File: src/rtl/dendy_pkg.sv
// Shared definitions for the Dendy CPU-side peripherals: the sprite DMA
// trigger address and the sprite DMA state encoding.
package dendy_pkg;

    // CPU address whose write starts a sprite DMA transfer.
    localparam logic [15:0] DMA_REG_ADDR = 16'h4014;

    // Sprite DMA sequencing states.
    //   IDLE  : waiting for a write to the DMA register
    //   DUMMY : first stalled CPU cycle after the trigger
    //   ALIGN : extra cycle when the transfer started on an odd CPU cycle
    //   READ  : source byte addressed on the PRG/RAM port
    //   WRITE : captured byte written into OAM
    typedef enum logic [2:0] {
        IDLE  = 3'd0,
        DUMMY = 3'd1,
        ALIGN = 3'd2,
        READ  = 3'd3,
        WRITE = 3'd4
    } dma_state_t;

endpackage

File: src/rtl/oam_dma.sv
// Sprite DMA engine. A CPU write to the DMA register stalls the CPU and
// copies the 256 bytes of page {value,00..FF} into OAM, starting at the
// current OAMADDR and wrapping modulo 256. Each byte takes one READ CPU
// cycle and one WRITE CPU cycle; a dummy cycle (plus an alignment cycle
// when the trigger lands on an odd CPU cycle) precedes the copy.
//
// Handshake: ce_cpu is a one-clock25 strobe marking the end of a CPU cycle.
// All sequencing decisions happen on clock25 edges where ce_cpu is high.
// The read port has no ready: mem_a is held stable for the whole READ
// cycle and mem_i is sampled on the closing ce_cpu edge, so ce_cpu must be
// at least two clock25 periods apart for the one-clock read latency.
module oam_dma
    import dendy_pkg::*;
#(
    parameter logic [15:0] DMA_REG   = DMA_REG_ADDR,
    parameter bit          ODD_ALIGN = 1'b1
) (
    input  logic        clock25,
    input  logic        reset,
    input  logic        ce_cpu,
    input  logic [15:0] cpu_a,
    input  logic [7:0]  cpu_o,
    input  logic        cpu_w,
    input  logic [7:0]  oam_addr,
    output logic        cpu_stall,
    output logic [15:0] mem_a,
    input  logic [7:0]  mem_i,
    output logic        mem_r,
    output logic [7:0]  oam_a,
    output logic [7:0]  oam_d,
    output logic        oam_w,
    output logic        busy
);

    dma_state_t  state;
    dma_state_t  state_nx;

    logic        parity;      // parity of the CPU cycle currently running
    logic        odd_trig;    // trigger landed on an odd CPU cycle
    logic [7:0]  page;        // source page latched at trigger
    logic [7:0]  base;        // OAM start index latched at trigger
    logic [7:0]  idx;         // byte counter within the page
    logic [7:0]  data_q;      // byte read from PRG/RAM, awaiting its OAM write
    logic [15:0] mem_a_hold;  // last read address, presented while not reading
    logic        trigger;

    // A trigger is only honoured from IDLE; writes during a transfer are dropped.
    assign trigger = ce_cpu & cpu_w & (cpu_a == DMA_REG) & (state == IDLE);

    // CPU-cycle parity, toggling on every CPU cycle including stalled ones.
    always_ff @(posedge clock25 or posedge reset) begin
        if (reset) begin
            parity <= 1'b0;
        end else if (ce_cpu) begin
            parity <= ~parity;
        end
    end

    // State register.
    always_ff @(posedge clock25 or posedge reset) begin
        if (reset) begin
            state <= IDLE;
        end else begin
            state <= state_nx;
        end
    end

    // Next-state logic; every transition except the trigger waits for ce_cpu.
    always_comb begin
        state_nx = state;
        case (state)
            IDLE: begin
                if (trigger) begin
                    state_nx = DUMMY;
                end
            end
            DUMMY: begin
                if (ce_cpu) begin
                    // The alignment decision uses the parity of the trigger
                    // cycle, captured when the transfer was started.
                    if (ODD_ALIGN && odd_trig) begin
                        state_nx = ALIGN;
                    end else begin
                        state_nx = READ;
                    end
                end
            end
            ALIGN: begin
                if (ce_cpu) begin
                    state_nx = READ;
                end
            end
            READ: begin
                if (ce_cpu) begin
                    state_nx = WRITE;
                end
            end
            WRITE: begin
                if (ce_cpu) begin
                    if (idx == 8'hFF) begin
                        state_nx = IDLE;
                    end else begin
                        state_nx = READ;
                    end
                end
            end
            default: begin
                state_nx = IDLE;
            end
        endcase
    end

    // Transfer context: page/base/trigger parity latched on the trigger.
    always_ff @(posedge clock25 or posedge reset) begin
        if (reset) begin
            page     <= 8'h00;
            base     <= 8'h00;
            odd_trig <= 1'b0;
        end else if (trigger) begin
            page     <= cpu_o;
            base     <= oam_addr;
            odd_trig <= parity;
        end
    end

    // Byte counter: cleared on trigger, stepped after each OAM write (wraps at 256).
    always_ff @(posedge clock25 or posedge reset) begin
        if (reset) begin
            idx <= 8'h00;
        end else if (trigger) begin
            idx <= 8'h00;
        end else if ((state == WRITE) && ce_cpu) begin
            idx <= idx + 8'h01;
        end
    end

    // Data latch: capture the read byte at the edge that closes the READ cycle.
    always_ff @(posedge clock25 or posedge reset) begin
        if (reset) begin
            data_q <= 8'h00;
        end else if ((state == READ) && ce_cpu) begin
            data_q <= mem_i;
        end
    end

    // Remember the read address so mem_a keeps its last value outside READ.
    always_ff @(posedge clock25 or posedge reset) begin
        if (reset) begin
            mem_a_hold <= 16'h0000;
        end else if (state == READ) begin
            mem_a_hold <= {page, idx};
        end
    end

    // Output decode. The source address stays inside the latched page because
    // only the low byte comes from the wrapping counter.
    always_comb begin
        busy      = (state != IDLE);
        cpu_stall = (state != IDLE);
        mem_r     = (state == READ);
        mem_a     = (state == READ) ? {page, idx} : mem_a_hold;
        oam_w     = (state == WRITE) & ce_cpu;
        oam_a     = base + idx;
        oam_d     = data_q;
    end

endmodule

File: config.mk
export PLATFORM = sky130hd
export DESIGN_NAME = oam_dma
export DESIGN_NICKNAME = d
export VERILOG_FILES = /design/src/rtl/dendy_pkg.sv /design/src/rtl/oam_dma.sv
export SDC_FILE = /design/constraint.sdc
export NUM_CORES = 1
export LEC_CHECK = 0
export ABC_AREA = 1
export BUFFER_PORTS_ARGS = -buffer_cell sky130_fd_sc_hd__buf_2
export CAP_MARGIN = 20
export CORE_ASPECT_RATIO = 0.9
export CORE_MARGIN = 2
export CORE_UTILIZATION = 45
export DETAILED_ROUTE_END_ITERATION = 8
export PLACE_DENSITY_LB_ADDON = 0.12
export SYNTH_ARGS = -nofsm -noshare
export SYNTH_HDL_FRONTEND = slang
export SYNTH_SLANG_ARGS = --single-unit
File: constraint.sdc
create_clock -name clock25 -period 1.8 [get_ports clock25]
set_clock_uncertainty 0.15 [all_clocks]
set_input_delay 0 -clock clock25 [delete_from_list [all_inputs] [get_ports clock25]]
set_output_delay 0 -clock clock25 [all_outputs]
set_load 0.005 [all_outputs]
Word level (Yosys, flattened, before mapping). Index checks and enable logic that the tools add are counted.

Add/sub/neg operators: 2. Multipliers: 0. Divide/modulo/power cells: 0. $lt $le $gt $ge: 0. Eq/ne operators: 11. Shift operators: 0. Mux-type cells: 11. Bitwise gates (word level): 5. Reduce and logical (&&, ||, !) cells: 6.

Operators by type and width (count): $eq A16 B15 Y1 const B (1); $mux W16 (1); $mux W8 (2); $mux W3 (5); $pmux W3 S5 (1); $ne A2 B2 Y1 const B (5); $add A8 B1 Y8 const B (1); $add A8 B8 Y8 (1); $eq A8 B8 Y1 const B (1); $eq A3 B2 Y1 const B (2); $reduce_and A5 Y1 (1); $and A1 B1 Y1 (4); $eq A3 B1 Y1 const B (1); $eq A3 B3 Y1 const B (1); $logic_not A3 Y1 (1); $reduce_bool A3 Y1 (1); $logic_and A1 B1 Y1 (2); $mux W2 (1); $reduce_bool A2 Y1 (1); $mux W1 (1); $not A1 Y1 (1).

Register bits after elaboration: 53. Latch bits: 0. RAM bits: 0. Memory bits (read-only): 0. Input bits: 44. Output and inout bits: 36. Word-level logic and storage cells: 43. Memories kept: 0.

Logic depth before layout (Yosys ltp). Gate-level depths: netlist of run 1.

Depth in word-level cells: 5. Mapped depth: 9. Mapped depth without buffers: 9.

Least setup slack after synthesis of run 1. OpenSTA, ideal clock, no wires.

Path kind: register to output. From: reg idx[0]. To: out oam_a[6]. Arrival time: 1553 ps. Data required time: 1650 ps. Setup slack: 97 ps. Stages on the path, launching flop included: 8. Path buffers: 0. Path through: dfrtp_1 ha_1 inv_1 fa_1 o21ai_0 nand2_1 nand2_1 xor2_1.

Longest elaborated chain between the ends: 1.

Ends and longest elaborated chain: start, declared (line oam_dma.sv:42) `logic [7:0] idx;`; start signal, assigned (line oam_dma.sv:133) `idx <= idx + 8'h01;`; $add A8 B8 Y8 (line oam_dma.sv:163) `oam_a = base + idx;`; end, declared (line oam_dma.sv:29) `output logic [7:0] oam_a,`.

Every way passes these cells.

Final worst setup path of run 1.
From: reg base[0]. To: out oam_a[6].

Longest elaborated chain between the ends: 1.

Ends and longest elaborated chain: start, declared (line oam_dma.sv:41) `logic [7:0] base;`; start signal, assigned (line oam_dma.sv:121) `base <= oam_addr;`; $add A8 B8 Y8 (line oam_dma.sv:163).

Every way passes these cells.

==> reports/qor.yml, run 1 <==
layout_min_cycle_time_ns: 1.98
drc_errors: 0
tns_ns: -0.336
synth_compound_area_frac: 0.0579
dp_slack_ns: -0.00610
violations: "setup timing"
setup_viol: 4
crit_chain: "ha_2 > inv_2 > fa_2 > o21ai_2 > nand2_1 > nand2_1 > xor2_1 > buf_2"
ant_nets: 0
netlist.area_leader.share: 0.520
antennaDiodeCount: 0
core_um2: 5350
synth.mux.area_fraction: 0.0353
hold_class: "in -> reg"
syn_nets: 351
cellPowerDensity_nw_per_um2: 1050
max_freq_mhz: 504
avgSynthCellArea_um2: 8.55
cts_root_buffer: "clkbuf_8"
async_reset_ff_frac: 1.00
rsz0062_at_grt: "true"
synth-warning-count: 0
crit_path_max_fanout: 2
maxSlewViolCount: 0
crit_path_frequent_cell: "nand2_1"
overflow: 0
tightestPinTransition_ns: 0.350
antenna_found_initial: 0
cts.sinks: 53
p_clk_frac: 0.210
period_share: 1.10
finish.utilization: 0.680
dieArea_um2: 6280
yosysTopAreaCell: "dfrtp_1"
grt_pass1_wl_um: 9920
first_global_vias: 2270
route.vias.total: 2343
yosys.area_share.adder: 0.0471
avgViaCountPerCell: 4.79
postLayoutCellArea_um2: 3640
synthCells: 298
hold_viol_final: 0
holdWs_ns: 0.0805
place_area_um2: 3080
nets: 474
worstPathRequired_ns: 1.65
peakVddDrop_uv: 816
synth-seq-cells: 53
wirelength_um: 5810
hpwl_um: 3930
crit_arrival_ns: 1.83
wire_per_inst_um: 11.9
final.setup.worst_slack_ns: -0.183
p_leak_nw: 1.99
p_int_mw: 2.59
ys_seq_area_frac: 0.520
numCtsBuffers: 5
swShare: 0.325
area_delta_synth_final_pct: 42.8
worst_slew_margin_rel: 0.764
die_x_um: 83.3
clk_latency_ns: 0.30
drive_above_1_share: 0.322
synth_area_leaders: "dfrtp_1 52%, nand2_1 15%, inv_1 4.7%"
die_y_um: 75.4
cts_max_level: 2
synth_top_family_by_area: "simple AND/OR/NAND/NOR gates"
final_cells: 489
first_iter_violations: 126
dp_cells: 446
clockBufferDepth: 2
endpoint_kind: "output port"
path_clk_slew_ns: 0.09
crit_buf_inv: 2
globalRouteTotalUtil: 0.196
seqPwrFrac: 0.407
routabilityCongestion: 0.796
netlist_area_um2: 2550
status: "finished, violations left"
cpMaxStageDelayCell: "dfrtp_1"
power.switching_mw: 1.25
cts_tree: "done"
slowest_delay_ns: 0.37
num_io_pins: 80
worstSetupPathType: "reg -> out"
synth_cell_types: 24
synth_edf_count: 0
path_delay_family: "adder cells"
firstDrtPassIters: 4
start_util: 0.476
drv_cap: 0
synth_ff_type: "dfrtp_1"
power.total_mw: 3.83
std_cell_rows: 25
pwr-share-comb: 0.383
crit_path_start_kind: "register"
yosys.area_share.xor_xnor: 0.0275
grt_max_degree: 54
synth-simple-area-share: 0.248
portBuffers: 79
==> metal layers <==
metal,vias up,routed length (µm),track usage
met5,-,0,0
met4,0,55,0.0565
met3,5,271,0.0314
met2,57,2850,0.355
met1,1093,2630,0.251
li1,1188,-,-
==> kinds of logic (layout without fill, tap and decap cells) <==
group           after synthesis  in the layout
flops                        53             53
buf+inv                      40            164
xor+xnor                      8              8
compound gates               29             29
simple gates                151            151
mux                           8              8
fa+ha+maj                     9              9
==> path summary, 6_finish.rpt <==
| kind | from | to | slack (ns) | cells past startpoint |
|---|---|---|---|---|
| worst max-delay path | base[0]$_DFFE_PP0P_ | oam_a[6] | -0.18 | 8 |
| worst min-delay path | cpu_a[12] | state[1]$_DFFE_PP0P_ | 0.08 | 6 |
| worst max register to register | idx[1]$_DFFE_PP0P_ | idx[4]$_DFFE_PP0P_ | 0.15 | 8 |
| worst min register to register | parity$_DFFE_PP0P_ | parity$_DFFE_PP0P_ | 0.33 | 1 |
| max in group asynchronous | reset | state[0]$_DFFE_PP0P_ | 1.13 | 4 |
| min in group asynchronous | reset | mem_a_hold[13]$_DFF_PP0_ | 0.13 | 4 |
==> worst reg2reg max path, cell delays in order, from the launching register on <==
cell     delay [ns]
dfrtp_1        0.38
buf_6          0.11
buf_4          0.11
ha_1           0.17
inv_1          0.07
nor3_2         0.32
nand3_1        0.12
nand2_1        0.08
nor2_1         0.04
==> cells in the mapped netlist, types with 2 or more instances <==
master    instances
inv_2             2
ha_1              8
nand4_1           3
nand2_1         104
nand3_1          17
buf_4             3
xnor2_1           3
inv_1            32
o21ai_0          19
xor2_1            5
nand3_2           2
mux2_2            8
dfrtp_1          53
nor2_1           18
clkbuf_1          2
a21oi_1           9
nor3_1            3
==> layout make-up <==
class	count	area, µm²
Fill cell	447	1710
Sequential cell	53	1330
Multi-Input combinational cell	205	1170
Timing Repair Buffer	122	816
Inverter	34	128
Tap cell	67	83.8
Clock buffer	6	72.6
Clock inverter	2	38.8
==> repair_timing <==
item / CTS / global route
buffers inserted: 3 / 6
hold buffers: 26 / 0
resized for setup: 12 / 10
hold endpoints to repair: 80 / 0
pin swaps: 5 / 6
endpoints found under the setup margin: 4 / 15
==> power groups by stage <==
stage          clock (mW)  combinational [mW]  sequential, mW
2_1_floorplan           0               0.699            1.59
3_3_place_gp            0                1.22            1.57
3_5_place_dp            0                1.25            1.58
4_1_cts             0.825                1.37            1.56
5_1_grt             0.861                1.66            1.59
6_report            0.806                1.47            1.56
==> state kept, by name, summed over array words and instances (netlist names) <==
signal / cells
state: 3
page: 8
parity: 1
mem_a_hold: 16
idx: 8
oam_d: 8
base: 8
odd_trig: 1
==> cell usage in the layout, fill, tap and decap left out, drive strengths merged <==
cell type / count
nor2: 19
a21oi: 9
bufinv: 1
o21bai: 1
nor3: 4
o21ai: 19
inv: 34
nand3: 19
nand4: 3
nand3b: 1
nand2: 105
mux2: 8
fa: 1
dfrtp: 53
dlygate4sd3: 26
buf: 96
ha: 8
clkbuf: 6
xor2: 5
xnor2: 3
clkinv: 1
No activity file was read; power rests on OpenSTA's default activity.
==> inputs of run 2 (changes only) <==
==> constraint.sdc (replaced) <==
create_clock -name clock25 -period 1.8 [get_ports clock25]
set_clock_uncertainty 0.15 [all_clocks]
set_input_delay 0.36 -clock clock25 [delete_from_list [all_inputs] [get_ports clock25]]
set_output_delay 0.36 -clock clock25 [all_outputs]
set_load 0.005 [all_outputs]
==> run 2 against run 1 <==
Compared with the run above:
- the flow still finishes with violations (setup timing)
- critical endpoint unchanged
- largest power group is now combinational logic
- die area stayed put
- critical path depth is the same
- final area grew 14%
- cell count rose by 3.7%
- global-route usage is 2.8 points higher
==> reports/qor.yml, run 2 (synthesized netlist as in run 1, its figures left out) <==
fill_cells: 348  # -22%
overflow: 0  # unchanged
num_io_pins: 80  # unchanged
swShare: 0.355  # +0.0302
drc_errors: 0  # unchanged
peakVddDrop_uv: 814  # -0.19%
largest_register_ffs: 16  # unchanged
wirelength_um: 7120  # +23%
worst_slew_margin_rel: 0.782  # +0.0177
hold_path.startpoint: "cpu_o[3]"
antenna_found_initial: 0  # unchanged
violations: "setup timing"
core_um2: 5350  # unchanged
worstReg2RegStart: "state[1]$_DFFE_PP0P_"
cts_root_buffer: "clkbuf_8"
first_iter_violations: 128  # +1.6%
seqPwrFrac: 0.339  # -0.068
r2r_end: "oam_d[1]$_DFFE_PP0P_"
p_leak_nw: 2.22  # +12%
drive_above_1_share: 0.495  # +0.173
rr_worst_depth: 6  # -2
globalRouteTotalUtil: 0.224  # +0.0283
tightestPinTransition_ns: 0.327  # -0.0234 ns
cts_tree: "done"
pwr-share-comb: 0.521  # +0.138
die_y_um: 75.4  # unchanged
portBuffers: 79  # unchanged
setup_viol: 24  # +20
numCtsBuffers: 5  # unchanged
status: "finished, violations left"
route.vias.total: 2492  # +6.4%
first_global_vias: 2448  # +7.8%
hpwl_um: 3980  # +1.2%
final_cell_mix: "77 x nand2_1, 73 x buf_2, 51 x dfrtp_1"
grt_pass1_wl_um: 11100  # +12%
multi_input_area_um2: 1410  # +20%
endpoint_kind: "output port"
ant_nets: 0  # unchanged
clockBufferDepth: 2  # unchanged
min_to: "page[3]$_DFFE_PP0P_"
worstSetupPathType: "reg -> out"
crit_path_max_fanout: 2  # unchanged
tns_ns: -5.21  # -4.87 ns
top_register: "mem_a_hold"
holdWs_ns: 0.0919  # +0.0114 ns
final_common_cell: "nand2_1"
hold_class: "in -> reg"
p_int_mw: 3.07  # +19%
finish.utilization: 0.773  # +0.0929
crit_arrival_ns: 1.78  # -0.05 ns
routabilityCongestion: 0.789  # -0.88%
p_clk_frac: 0.140  # -0.070
nets: 492  # +3.8%
holdPathStages: 3  # -3
rsz0062_at_grt: "true"
path_clk_slew_ns: 0.10  # about the same
power.switching_mw: 1.69  # +36%
worstPathRequired_ns: 1.29  # -0.36 ns
final.setup.worst_slack_ns: -0.488  # -0.305 ns
maxSlewViolCount: 0  # unchanged
cts.sinks: 53  # unchanged
r2r_slack_ns: 0.06  # -0.09 ns
antennaDiodeCount: 0  # unchanged
crit_path_start_kind: "register"
avgViaCountPerCell: 4.92  # +2.6%
firstDrtPassIters: 5  # +1
layout_min_cycle_time_ns: 2.29  # +0.305 ns
period_share: 1.27  # +0.169
cts_max_level: 2  # unchanged
max_freq_mhz: 437  # -13%
cellPowerDensity_nw_per_um2: 1150  # +9.4%
hold_viol_final: 0  # unchanged
start_util: 0.476  # unchanged
dieArea_um2: 6280  # unchanged
clk_latency_ns: 0.31  # about the same
drv_cap: 0  # unchanged
wire_per_inst_um: 14.0  # +18%
grt_max_degree: 41  # -24%
seq_area_um2: 1330  # +0.19%
dp_slack_ns: -0.170  # -0.164 ns
std_cell_rows: 25  # unchanged
area_delta_synth_final_pct: 62.2
die_x_um: 83.3  # unchanged
[run 2: routing by layer]
metal	track usage	vias up	routed length (µm)
met5	0	-	0
met4	0.0820	0	159
met1	0.275	1173	2860
li1	-	1225	-
met2	0.408	76	3760
met3	0.0412	18	336
[run 2: through the flow]
stage / cell area [µm²] / total power [mW] / instances
global placement: 3190 / 2.87 / 458
floorplan: 2560 / 2.30 / 298
detailed placement: 3190 / 2.91 / 458
CTS: 3970 / 4.71 / 505
global route: 4140 / 5.08 / 507
finish: 4140 / 4.77 / 507
[run 2: area by class of cell]
class,instances,area share
timing repair buffer,140,0.261
inverter,34,0.0345
multi-input combinational,205,0.342
sequential,53,0.321
clock buffer,6,0.0175
tap,67,0.0203
clock inverter,2,0.00363
[run 2: power by group through the flow]
stage / logic, mW / clock network, mW / registers [mW]
CTS: 2.41 / 0.685 / 1.62
global placement: 1.29 / 0 / 1.58
detailed placement: 1.32 / 0 / 1.59
finish: 2.48 / 0.666 / 1.61
global route: 2.69 / 0.743 / 1.65
floorplan: 0.707 / 0 / 1.59
[run 2: worst max path at each step]
stage | depth (start not counted) | slack [ns] | startpoint | to
3_5_place_dp | 8 | -0.17 | base[0]$_DFFE_PP0P_ | oam_a[6]
4_1_cts | 8 | -0.50 | idx[0]$_DFFE_PP0P_ | oam_a[6]
3_3_place_gp | 8 | -0.14 | idx[0]$_DFFE_PP0P_ | oam_a[6]
5_1_grt | 8 | -0.63 | idx[0]$_DFFE_PP0P_ | oam_a[6]
2_1_floorplan | 7 | -0.11 | idx[0]$_DFFE_PP0P_ | oam_a[6]
6_report | 8 | -0.49 | base[0]$_DFFE_PP0P_ | oam_a[6]
[run 2: repair_timing]
action                     in CTS  in global routing
pin swaps                      15                  9
hold endpoints to repair       13                  0
hold buffers                    1                  0
resized for setup              95                 37
setup endpoints to repair      27                 62
buffers inserted               36                 10
cloned                          3                  2
[run 2: critical path, stage by stage, from the launching register on]
cell and delay [ns]:
dfrtp_1 0.36, ha_2 0.19, inv_2 0.04, fa_2 0.34
o21ai_2 0.15, nand2_1 0.07, nand2_1 0.07, xor2_1 0.13
buf_2 0.12
==> inputs of run 3 (changes only) <==
--- a/config.mk
+++ b/config.mk
@@ -11,7 +11,9 @@
 export CORE_ASPECT_RATIO = 0.9
 export CORE_MARGIN = 2
 export CORE_UTILIZATION = 45
+export CTS_BUF_LIST = sky130_fd_sc_hd__clkbuf_16
 export DETAILED_ROUTE_END_ITERATION = 8
+export MAX_ROUTING_LAYER = met4
 export PLACE_DENSITY_LB_ADDON = 0.12
 export SYNTH_ARGS = -nofsm -noshare
 export SYNTH_HDL_FRONTEND = slang
==> run 3 against run 2 <==
Compared with the run above:
- first-iteration DRC count is 2.3% lower
- combinational power grew 4%
- largest power group unchanged
- power increased by 7.2%
- utilization is essentially flat
- the run still ends with setup timing left
- sequential share of layout area hardly changed
- hold slack improved by 0.019 ns
- register-to-register slack got worse by 0.09 ns
- cell count fell by 0.39%
- count of clock-buffer cells in the layout is 1 lower
- critical path depth unchanged
- setup slack improved by 0.034 ns
==> reports/qor.yml, run 3 (synthesized netlist as in run 1, its figures left out) <==
status: "finished, violations left"
violations: "setup timing"
ant_nets: 0  # unchanged
postLayoutCellArea_um2: 4140  # about the same
hpwl_um: 3980  # unchanged
drv_cap: 0  # unchanged
routabilityCongestion: 0.800  # +1.4%
crit_path_start_kind: "register"
cpMaxStageDelayCell: "dfrtp_1"
power.total_mw: 5.11  # +7.2%
cellPowerDensity_nw_per_um2: 1240  # +7.2%
cts_root_buffer: "clkbuf_16"
worstSetupPathType: "reg -> out"
crit_arrival_ns: 1.74  # -0.04 ns
max_freq_mhz: 444  # +1.5%
nets: 490  # -0.41%
path_delay_family: "adder cells"
worstPathRequired_ns: 1.29  # about the same
top_register: "mem_a_hold"
multi_input_area_um2: 1410  # -0.35%
grt_pass1_wl_um: 11100  # -0.49%
die_y_um: 75.4  # unchanged
seq_area_um2: 1330  # unchanged
cts.sinks: 53  # unchanged
globalRouteTotalUtil: 0.229  # +0.00461
cts_max_level: 2  # unchanged
crit_buf_inv: 2  # unchanged
path_clk_slew_ns: 0.07  # -0.03 ns
slowest_delay_ns: 0.35  # about the same
core_um2: 5350  # unchanged
layout_min_cycle_time_ns: 2.25  # -0.0342 ns
final.setup.worst_slack_ns: -0.453  # +0.0342 ns
largest_register_ffs: 16  # unchanged
crit_chain: "ha_2 > inv_2 > fa_2 > o21ai_2 > nand2_1 > nand2_1 > xor2_1 > buf_2"
worst_slew_margin_rel: 0.784  # +0.00176
period_share: 1.25  # -0.0190
antenna_found_initial: 0  # unchanged
maxSlewViolCount: 0  # unchanged
firstDrtPassIters: 4  # -1
dp_slack_ns: -0.170  # unchanged
die_x_um: 83.3  # unchanged
dieArea_um2: 6280  # unchanged
endpoint_kind: "output port"
crit_path_frequent_cell: "nand2_1"
place_area_um2: 3190  # unchanged
drc_errors: 0  # unchanged
first_iter_violations: 125  # -2.3%
antennaDiodeCount: 0  # unchanged
area_delta_synth_final_pct: 62.3  # about the same
avgViaCountPerCell: 4.85  # -1.3%
numCtsBuffers: 5  # unchanged
portBuffers: 79  # unchanged
p_leak_nw: 2.22  # -0.24%
peakVddDrop_uv: 1140  # +40%
route.vias.total: 2451  # -1.6%
tightestPinTransition_ns: 0.321  # -0.00556 ns
num_io_pins: 80  # unchanged
overflow: 0  # unchanged
setup_viol: 24  # unchanged
wirelength_um: 6950  # -2.4%
fill_cells: 357  # +2.6%
first_global_vias: 2463  # +0.61%
holdWs_ns: 0.111  # +0.0195 ns
grt_max_degree: 41  # unchanged
clockBufferDepth: 2  # unchanged
final_common_cell: "nand2_1"
final_cell_mix: "78 x nand2_1, 73 x buf_2, 51 x dfrtp_1"
start_util: 0.476  # unchanged
rsz0062_at_grt: "true"
crit_path_max_fanout: 2  # unchanged
wire_per_inst_um: 13.8  # -2.0%
std_cell_rows: 25  # unchanged
cts_tree: "done"
hold_class: "in -> reg"
clk_latency_ns: 0.29  # -0.02 ns
hold_viol_final: 0  # unchanged
drive_above_1_share: 0.486  # -0.00915
## run 3: layer usage
layer / global-route usage / share of wire / vias to the layer above
met2: 0.399 / 0.52 / 63
met5: - / 0 / -
met4: 0.0783 / 0.016 / 0
met1: 0.272 / 0.41 / 1154
met3: 0.0477 / 0.049 / 13
li1: - / - / 1221
## run 3: worst paths after layout
kind / startpoint / endpoint / slack [ns] / cells after the start
max reg2reg: state[2]$_DFFE_PP0P_ / mem_a_hold[0]$_DFF_PP0_ / -0.03 / 11
min: cpu_o[4] / page[4]$_DFFE_PP0P_ / 0.11 / 3
min in group asynchronous: reset / mem_a_hold[13]$_DFF_PP0_ / 0.42 / 3
min reg2reg: parity$_DFFE_PP0P_ / parity$_DFFE_PP0P_ / 0.32 / 1
max in group asynchronous: reset / state[1]$_DFFE_PP0P_ / 0.54 / 4
max: idx[0]$_DFFE_PP0P_ / oam_a[6] / -0.45 / 8
## run 3: final cells by class
| class | instances | area share |
|---|---|---|
| repair buffers | 138 | 0.249 |
| clock inverters | 3 | 0.00454 |
| inverters | 34 | 0.0339 |
| flip-flops and latches | 53 | 0.321 |
| clock buffers | 5 | 0.0302 |
| multi-input cells | 205 | 0.340 |
| well taps | 67 | 0.0203 |
## run 3: where the power goes
part	switching, mW	internal, mW	leakage, nW
clock network	0.416	0.510	0.0672
registers	0.174	1.44	0.664
logic	1.16	1.41	1.49
## run 3: worst reg2reg max path, stage by stage (launching register included)
cell     delay (ns)
dfrtp_1        0.40
inv_2          0.10
nand3_4        0.13
buf_6          0.17
buf_16         0.15
nand2_4        0.07
o21ai_4        0.06
buf_6          0.11
buf_6          0.10
buf_6          0.10
buf_6          0.10
buf_6          0.10
## run 3: through the flow
| stage | instances | TNS, ns | util |
|---|---|---|---|
| 6_report | 505 | -4.86 | 0.774 |
| 5_1_grt | 505 | -6.42 | 0.774 |
| 2_1_floorplan | 298 | -0.114 | - |
| 3_5_place_dp | 458 | -0.635 | 0.596 |
| 3_3_place_gp | 458 | -0.461 | 0.596 |
| 4_1_cts | 503 | -4.50 | 0.748 |
## run 3: timing repair
action / 4_1_cts / 5_1_grt
hold buffers: 1 / 0
pin swaps: 15 / 6
hold endpoints to repair: 13 / 0
resized for setup: 92 / 34
endpoints found under the setup margin: 27 / 35
setup buffers: 34 / 10
gates cloned: 3 / 0
